### config.mk
export PLATFORM = sky130hd
export DESIGN_NAME = alu_decode_stage
export DESIGN_NICKNAME = d
export VERILOG_FILES = /design/src/rtl/alu_decode_stage_pkg.sv /design/src/rtl/alu_decode_stage_skid.sv /design/src/rtl/alu_decode_stage.sv
export SDC_FILE = /design/constraint.sdc
export NUM_CORES = 1
export LEC_CHECK = 0
export BUFFER_PORTS_ARGS = -buffer_cell sky130_fd_sc_hd__buf_4
export CORE_UTILIZATION = 35
export CTS_CLUSTER_DIAMETER = 40
export DETAILED_ROUTE_END_ITERATION = 8
export SYNTH_ARGS = -nofsm -noshare
export SYNTH_HDL_FRONTEND = slang
export SYNTH_SLANG_ARGS = --single-unit
export TNS_END_PERCENT = 100
### constraint.sdc
create_clock -name Clk -period 2.14 [get_ports Clk]
set_input_delay 0 -clock Clk [delete_from_list [all_inputs] [get_ports Clk]]
set_output_delay 0 -clock Clk [all_outputs]
set_load 0.02 [all_outputs]
### src/rtl/alu_decode_stage_pkg.sv
// Shared definitions for the ALU decode stage: opcode enum, decoded entry
// payload, skid-buffer state encoding and the instruction decoder.
package alu_decode_stage_pkg;

  localparam int unsigned OP_W    = 4;
  localparam int unsigned RA_W    = 3;
  localparam int unsigned RB_W    = 2;
  localparam int unsigned IMM_W   = 8;
  localparam int unsigned INSTR_W = 9;

  typedef enum logic [OP_W-1:0] {
    ADD = 4'd0,
    SUB = 4'd1,
    AND = 4'd2,
    OR  = 4'd3,
    XOR = 4'd4,
    NOT = 4'd5,
    LSH = 4'd6,
    RSH = 4'd7,
    SLT = 4'd8,
    SEQ = 4'd9
  } op_mne;

  localparam logic [OP_W-1:0] kOP_NOP         = 4'hF;
  localparam logic [OP_W-1:0] kOP_ILLEGAL_MIN = 4'd10;

  typedef struct packed {
    op_mne             op;
    logic [RA_W-1:0]   ra;
    logic [RB_W-1:0]   rb;
    logic              use_imm;
    logic [IMM_W-1:0]  imm;
    logic              illegal;
  } dec_entry_t;

  localparam int unsigned DEC_ENTRY_W = $bits(dec_entry_t);

  typedef enum logic [1:0] {
    S_EMPTY = 2'd0,
    S_ONE   = 2'd1,
    S_TWO   = 2'd2
  } skid_state_t;

  // Decode one instruction word; NOP filtering is left to the caller.
  function automatic dec_entry_t decode(input logic [INSTR_W-1:0] instr);
    dec_entry_t e;
    logic [OP_W-1:0] opc;
    e   = '0;
    opc = instr[8:5];
    if (opc >= kOP_ILLEGAL_MIN) begin
      e.illegal = 1'b1;
    end else begin
      e.op = op_mne'(opc);
      e.ra = instr[4:2];
      case (e.op)
        NOT: ;
        LSH, RSH: begin
          e.use_imm = 1'b1;
          e.imm     = IMM_W'(instr[1:0]) + IMM_W'(1);
        end
        default: e.rb = instr[1:0];
      endcase
    end
    return e;
  endfunction

endpackage

### src/rtl/alu_decode_stage_skid.sv
// Two-entry skid buffer with valid/ready on both sides.
// Ports: clk, rst (async high), flush (drop contents), in_valid/in_ready/in_data
// upstream, out_valid/out_ready/out_data downstream. in_ready and out_valid are
// registered; out_data is held stable while out_valid & !out_ready.
module alu_skid_buffer
  import alu_decode_stage_pkg::*;
#(
  parameter int unsigned WIDTH = 8
) (
  input  logic             clk,
  input  logic             rst,
  input  logic             flush,
  input  logic             in_valid,
  output logic             in_ready,
  input  logic [WIDTH-1:0] in_data,
  output logic             out_valid,
  input  logic             out_ready,
  output logic [WIDTH-1:0] out_data
);

  skid_state_t      state, state_nx;
  logic [WIDTH-1:0] skid_data;
  logic             in_xfer, out_xfer;
  logic             load_out, load_skid, move_skid;

  assign in_xfer  = in_valid & in_ready;
  assign out_xfer = out_valid & out_ready;

  // Next-state and data-path steering.
  always_comb begin
    state_nx  = state;
    load_out  = 1'b0;
    load_skid = 1'b0;
    move_skid = 1'b0;
    case (state)
      S_EMPTY: begin
        if (in_xfer) begin
          state_nx = S_ONE;
          load_out = 1'b1;
        end
      end
      S_ONE: begin
        if (in_xfer && !out_xfer) begin
          state_nx  = S_TWO;
          load_skid = 1'b1;
        end else if (out_xfer && !in_xfer) begin
          state_nx = S_EMPTY;
        end else if (in_xfer && out_xfer) begin
          load_out = 1'b1;
        end
      end
      S_TWO: begin
        if (out_xfer) begin
          state_nx  = S_ONE;
          move_skid = 1'b1;
        end
      end
      default: state_nx = S_EMPTY;
    endcase
    if (flush) begin
      state_nx  = S_EMPTY;
      load_out  = 1'b0;
      load_skid = 1'b0;
      move_skid = 1'b0;
    end
  end

  // State, registered handshake flags and entry storage.
  always_ff @(posedge clk or posedge rst) begin
    if (rst) begin
      state     <= S_EMPTY;
      in_ready  <= 1'b1;
      out_valid <= 1'b0;
      out_data  <= '0;
      skid_data <= '0;
    end else begin
      state     <= state_nx;
      in_ready  <= (state_nx != S_TWO);
      out_valid <= (state_nx != S_EMPTY);
      if (load_out) begin
        out_data <= in_data;
      end else if (move_skid) begin
        out_data <= skid_data;
      end
      if (load_skid) begin
        skid_data <= in_data;
      end
    end
  end

endmodule

### src/rtl/alu_decode_stage.sv
// Decode/issue stage feeding the ALU: decodes 9-bit instructions, drops NOPs,
// flags and counts illegal opcodes, and buffers results in a 2-entry skid.
// Ports: Clk, Reset (async high), Flush; upstream InValid/InReady/Instr/PcIn;
// downstream OutValid/OutReady with AluOp, RegA, RegB, UseImm, Imm, Illegal,
// PcOut; IllegalCount is a saturating count of accepted illegal instructions.
module alu_decode_stage
  import alu_decode_stage_pkg::*;
#(
  parameter int unsigned PC_W  = 10,
  parameter int unsigned CNT_W = 8
) (
  input  logic               Clk,
  input  logic               Reset,
  input  logic               Flush,
  input  logic               InValid,
  output logic               InReady,
  input  logic [INSTR_W-1:0] Instr,
  input  logic [PC_W-1:0]    PcIn,
  output logic               OutValid,
  input  logic               OutReady,
  output logic [OP_W-1:0]    AluOp,
  output logic [RA_W-1:0]    RegA,
  output logic [RB_W-1:0]    RegB,
  output logic               UseImm,
  output logic [IMM_W-1:0]   Imm,
  output logic               Illegal,
  output logic [PC_W-1:0]    PcOut,
  output logic [CNT_W-1:0]   IllegalCount
);

  localparam int unsigned PAYLOAD_W = PC_W + DEC_ENTRY_W;

  dec_entry_t           dec_c;
  dec_entry_t           out_entry;
  logic [PAYLOAD_W-1:0] out_payload;
  logic                 is_nop;
  logic                 skid_in_valid;
  logic                 accept;

  assign dec_c  = decode(Instr);
  assign is_nop = (Instr[8:5] == kOP_NOP);

  // NOPs are consumed without entering the buffer; flush discards the input.
  assign skid_in_valid = InValid & ~is_nop & ~Flush;
  assign accept        = InValid & InReady & ~Flush;

  alu_skid_buffer #(
    .WIDTH(PAYLOAD_W)
  ) u_skid (
    .clk      (Clk),
    .rst      (Reset),
    .flush    (Flush),
    .in_valid (skid_in_valid),
    .in_ready (InReady),
    .in_data  ({PcIn, dec_c}),
    .out_valid(OutValid),
    .out_ready(OutReady),
    .out_data (out_payload)
  );

  assign {PcOut, out_entry} = out_payload;
  assign AluOp   = out_entry.op;
  assign RegA    = out_entry.ra;
  assign RegB    = out_entry.rb;
  assign UseImm  = out_entry.use_imm;
  assign Imm     = out_entry.imm;
  assign Illegal = out_entry.illegal;

  // Saturating illegal-opcode counter; survives flush.
  always_ff @(posedge Clk or posedge Reset) begin
    if (Reset) begin
      IllegalCount <= '0;
    end else if (accept && !is_nop && dec_c.illegal && (IllegalCount != '1)) begin
      IllegalCount <= IllegalCount + CNT_W'(1);
    end
  end

endmodule

==> results.md <==
* Slowest-stage cell, CP: dlygate4sd3_1
* Core area at approximately 7700 um2
* Design Area, Final at 3710 um2
* P per Cell Area at between 800 and 900 nW/um2
* Area taken by multi-input logic gates at approximately 1200 um2
* Port Buffer Count at 57
* Iteration-0 DRC Markers at between 50 and 60
* Worst hold slack at roughly 14 ps
* Fill cell count at between 700 and 800
* Top-count cell post-synth: dfrtp_1
* Placed Instance Area at between 3000 and 4000 um2
* IO Pins at 63
* Worst setup margin at 291 ps
* CTS Buf Count at 9
* RSZ-0062 raised after global routing: no
* Crit Path Class: flip-flop to flip-flop
* Total number of vias at between 1500 and 2000
* Crit-path leading delay family: buffers and inverters
* Layout Nets at 331
* Die X at slightly above 90 um
* Status: completed
* Die H at a little over 90 um
* Synth top cells by count: dfrtp_1, mux2_1, a21o_1, and2_1, mux2i_1
* Synth Register Bits at 60
* Storage element area at 1500 um2
* Portion of total power attributed to combinational logic at 23.8%
* Power Internal at 0.00221 W
* # rows at 32
* Sequential share of power at between 40% and 50%
* Yosys warnings at 0
* Seq/Total Area, Yosys at 53.6%
* Worst hold path type: input pin to flip-flop
* Slew @ Worst Pin at roughly 760 ps
* CTS tree: done
* Synth area leader: dfrtp_1
* Clock Root Buffer: clkbuf_8
* Routed wire per std cell at approximately 14 um
* Ant diodes at 0
* Final Max Slew Viols at 0
* Reg clk slew, reported paths at ~70 ps
* Slew headroom at roughly half
* Worst path arrival time at about 2100 ps
* Clock Skews at between 10 and 15 ps
* TritonRoute pass-1 iters at 5
* R2R Setup Slk at approximately 300 ps
* First-pass GRT wire length at around 9600 um
* Final setup fails at 0
* Final min period at about 1800 ps
* Layout cells sized above 1 at a little under a third
* Worst stage delay on the critical path at 590 ps
* Largest net degree at the start of global routing at 37
* GRT Resource Usage Total at 14.8%
* Hpwl dp at approximately 3900 um
* Clock Latency Late Sink at about 330 ps
* Crit start category: flip-flop
* Antenna violations before repair at 0
* # clock sinks at 60
* Asr flop ratio synth at between 90% and 100%
* Synth Flop Type: dfrtp_1
* P&R area growth vs syn at 32.2%
* Crit-path cells: nand3b_4 > nor3_2 > a21boi_0 > a211oi_1 > dlygate4sd3_1
* Initial core utilization at 36.3%
* Worst vdd ir at between 400 and 500 uV
* Fin. Hold Viols at 0
* CP required at around 2400 ps
* Die area at approximately 8400 um2
* Buf+Inv Stages, Crit Path at 1
* Post-route setup TNS at 0 ps
* Mapped cell area at 2810 um2
* DRC viols at 0
* Leak at 1.85 nW
* Netlist cell types at 44
* Syn Area/Cell at around 13 um2
* GPL Wtd Cong at 0.739
* Pre-CTS setup slack at ~320 ps
* Post-CTS sizing at 0
* GR Overflow Total at 0
* Period utilization at between 80 and 90%
* Net Switching at 0.000928 W
* Max_cap viols at 0
* Sw frac at 29.6%
* Vias per cell at 4.85
* Max Fclk at 541 MHz
* Crit-path max FO at 4
* H-Tree Depth at 3
* Synth top area share at between 50% and 60%
* Vias in the first global route at 2031
* Top cells by area in the synthesized netlist: dfrtp_1, mux2_1, mux2i_1, a22o_1, a21o_1
* Clock network power share at approximately 28%
* Syn Inst Count at between 200 and 250
* Clock Tree Buf Depth at 2
* Number of synthesized flops with an enable pin at 0
* Total routed wirelength at around 5700 um
* CP endpoint kind: flip-flop
* Dpl cells at ~380
* Non-filler cells in the finished layout at around 410
* Antenna Nets Post-Route at 0
power by group through the flow:
stage | Sequential, W | Combinational [W] | Clock [W]
after global routing | 0.00154 | 0.000813 | 0.000980
final | 0.00150 | 0.000746 | 0.000892
after floorplan | 0.00164 | 0.000303 | 0
after global placement | 0.00152 | 0.000714 | 0
after CTS | 0.00150 | 0.000759 | 0.000930
after detailed placement | 0.00152 | 0.000734 | 0
logic make-up (layout without fill, tap and decap cells):
group | count (synthesis) | in the layout | synth area share [%]
other | 1 | 5 | 0.134
DFF | 60 | 60 | 53.6
and+or+nand+nor | 56 | 56 | 14.3
xor gates and xnor gates | 6 | 6 | 1.87
muxes | 35 | 35 | 13.6
buffers and inverters | 18 | 103 | 3.79
AOI/OAI and AO/OA | 43 | 43 | 11.9
adders and majority gates | 2 | 2 | 0.892
routing by layer:
metal	up-vias	part of all wire [%]	global-route usage, %
li1	960	-	-
met1	975	46	18.7
met2	55	48	24.7
met3	7	4.5	2.76
met4	0	1.4	6.35
met5	-	0	0
state kept, by name (all words and copies together) (netlist names):
name              count
u_skid.in_ready       1
u_skid.state          2
u_skid.skid_data     24
u_skid.out_valid      1
IllegalCount          8
u_skid.out_data      24
worst reg2reg max path, delay by kind of cell (launching register included):
kind            cells  cell delay [ps]
buf+inv             1              590
flops               1              550
compound gates      2              390
simple gates        2              260
placed cells by master, fill, tap and decap left out, types with 3 or more instances in the layout:
cell type,n
a21o_1,11
a221o_1,7
inv_1,3
nor2b_1,5
clkbuf_8,11
o21ai_1,7
clkbuf_1,3
a22o_1,10
buf_4,64
dfrtp_1,59
mux2_1,20
nor2_1,4
nand3_1,3
nand2_1,10
mux2_2,4
mux2i_1,11
dlygate4sd3_1,18
xor2_1,5
conb_1,5
and2_1,11
nor3_2,4
area by class of cell:
cell class                      count  share of cell area, %
Tap cell                          102                   3.44
Clock inverter                      2                  0.270
Multi-Input combinational cell    147                   32.6
Clock buffer                       14                   4.38
Inverter                            4                  0.405
Sequential cell                    60                   40.5
Timing Repair Buffer               83                   18.3
stage by stage:
| stage | util (%) | power, W |
|---|---|---|
| after floorplan | - | 0.00194 |
| after global placement | 43.4 | 0.00223 |
| after detailed placement | 43.4 | 0.00226 |
| after CTS | 48.0 | 0.00319 |
| after global routing | 48.0 | 0.00333 |
| final | 48.0 | 0.00314 |
repair_timing:
action | CTS | global route
hold buffers | 18 | 0
hold endpoints to repair | 52 | 0
setup buffers | 0 | 0
path summary, 6_finish.rpt:
path / start / end / cells past startpoint
max: u_skid.in_ready / u_skid.state[1] / 5
min: Instr[2] / u_skid.skid_data[12] / 3
max reg2reg: u_skid.in_ready / u_skid.state[1] / 5
min reg2reg: u_skid.out_data[21] / u_skid.out_data[21] / 1
max in group asynchronous: Reset / u_skid.in_ready / 4
min in group asynchronous: Reset / IllegalCount[0] / 3
Note: power is estimated with default switching activity, not from simulation.
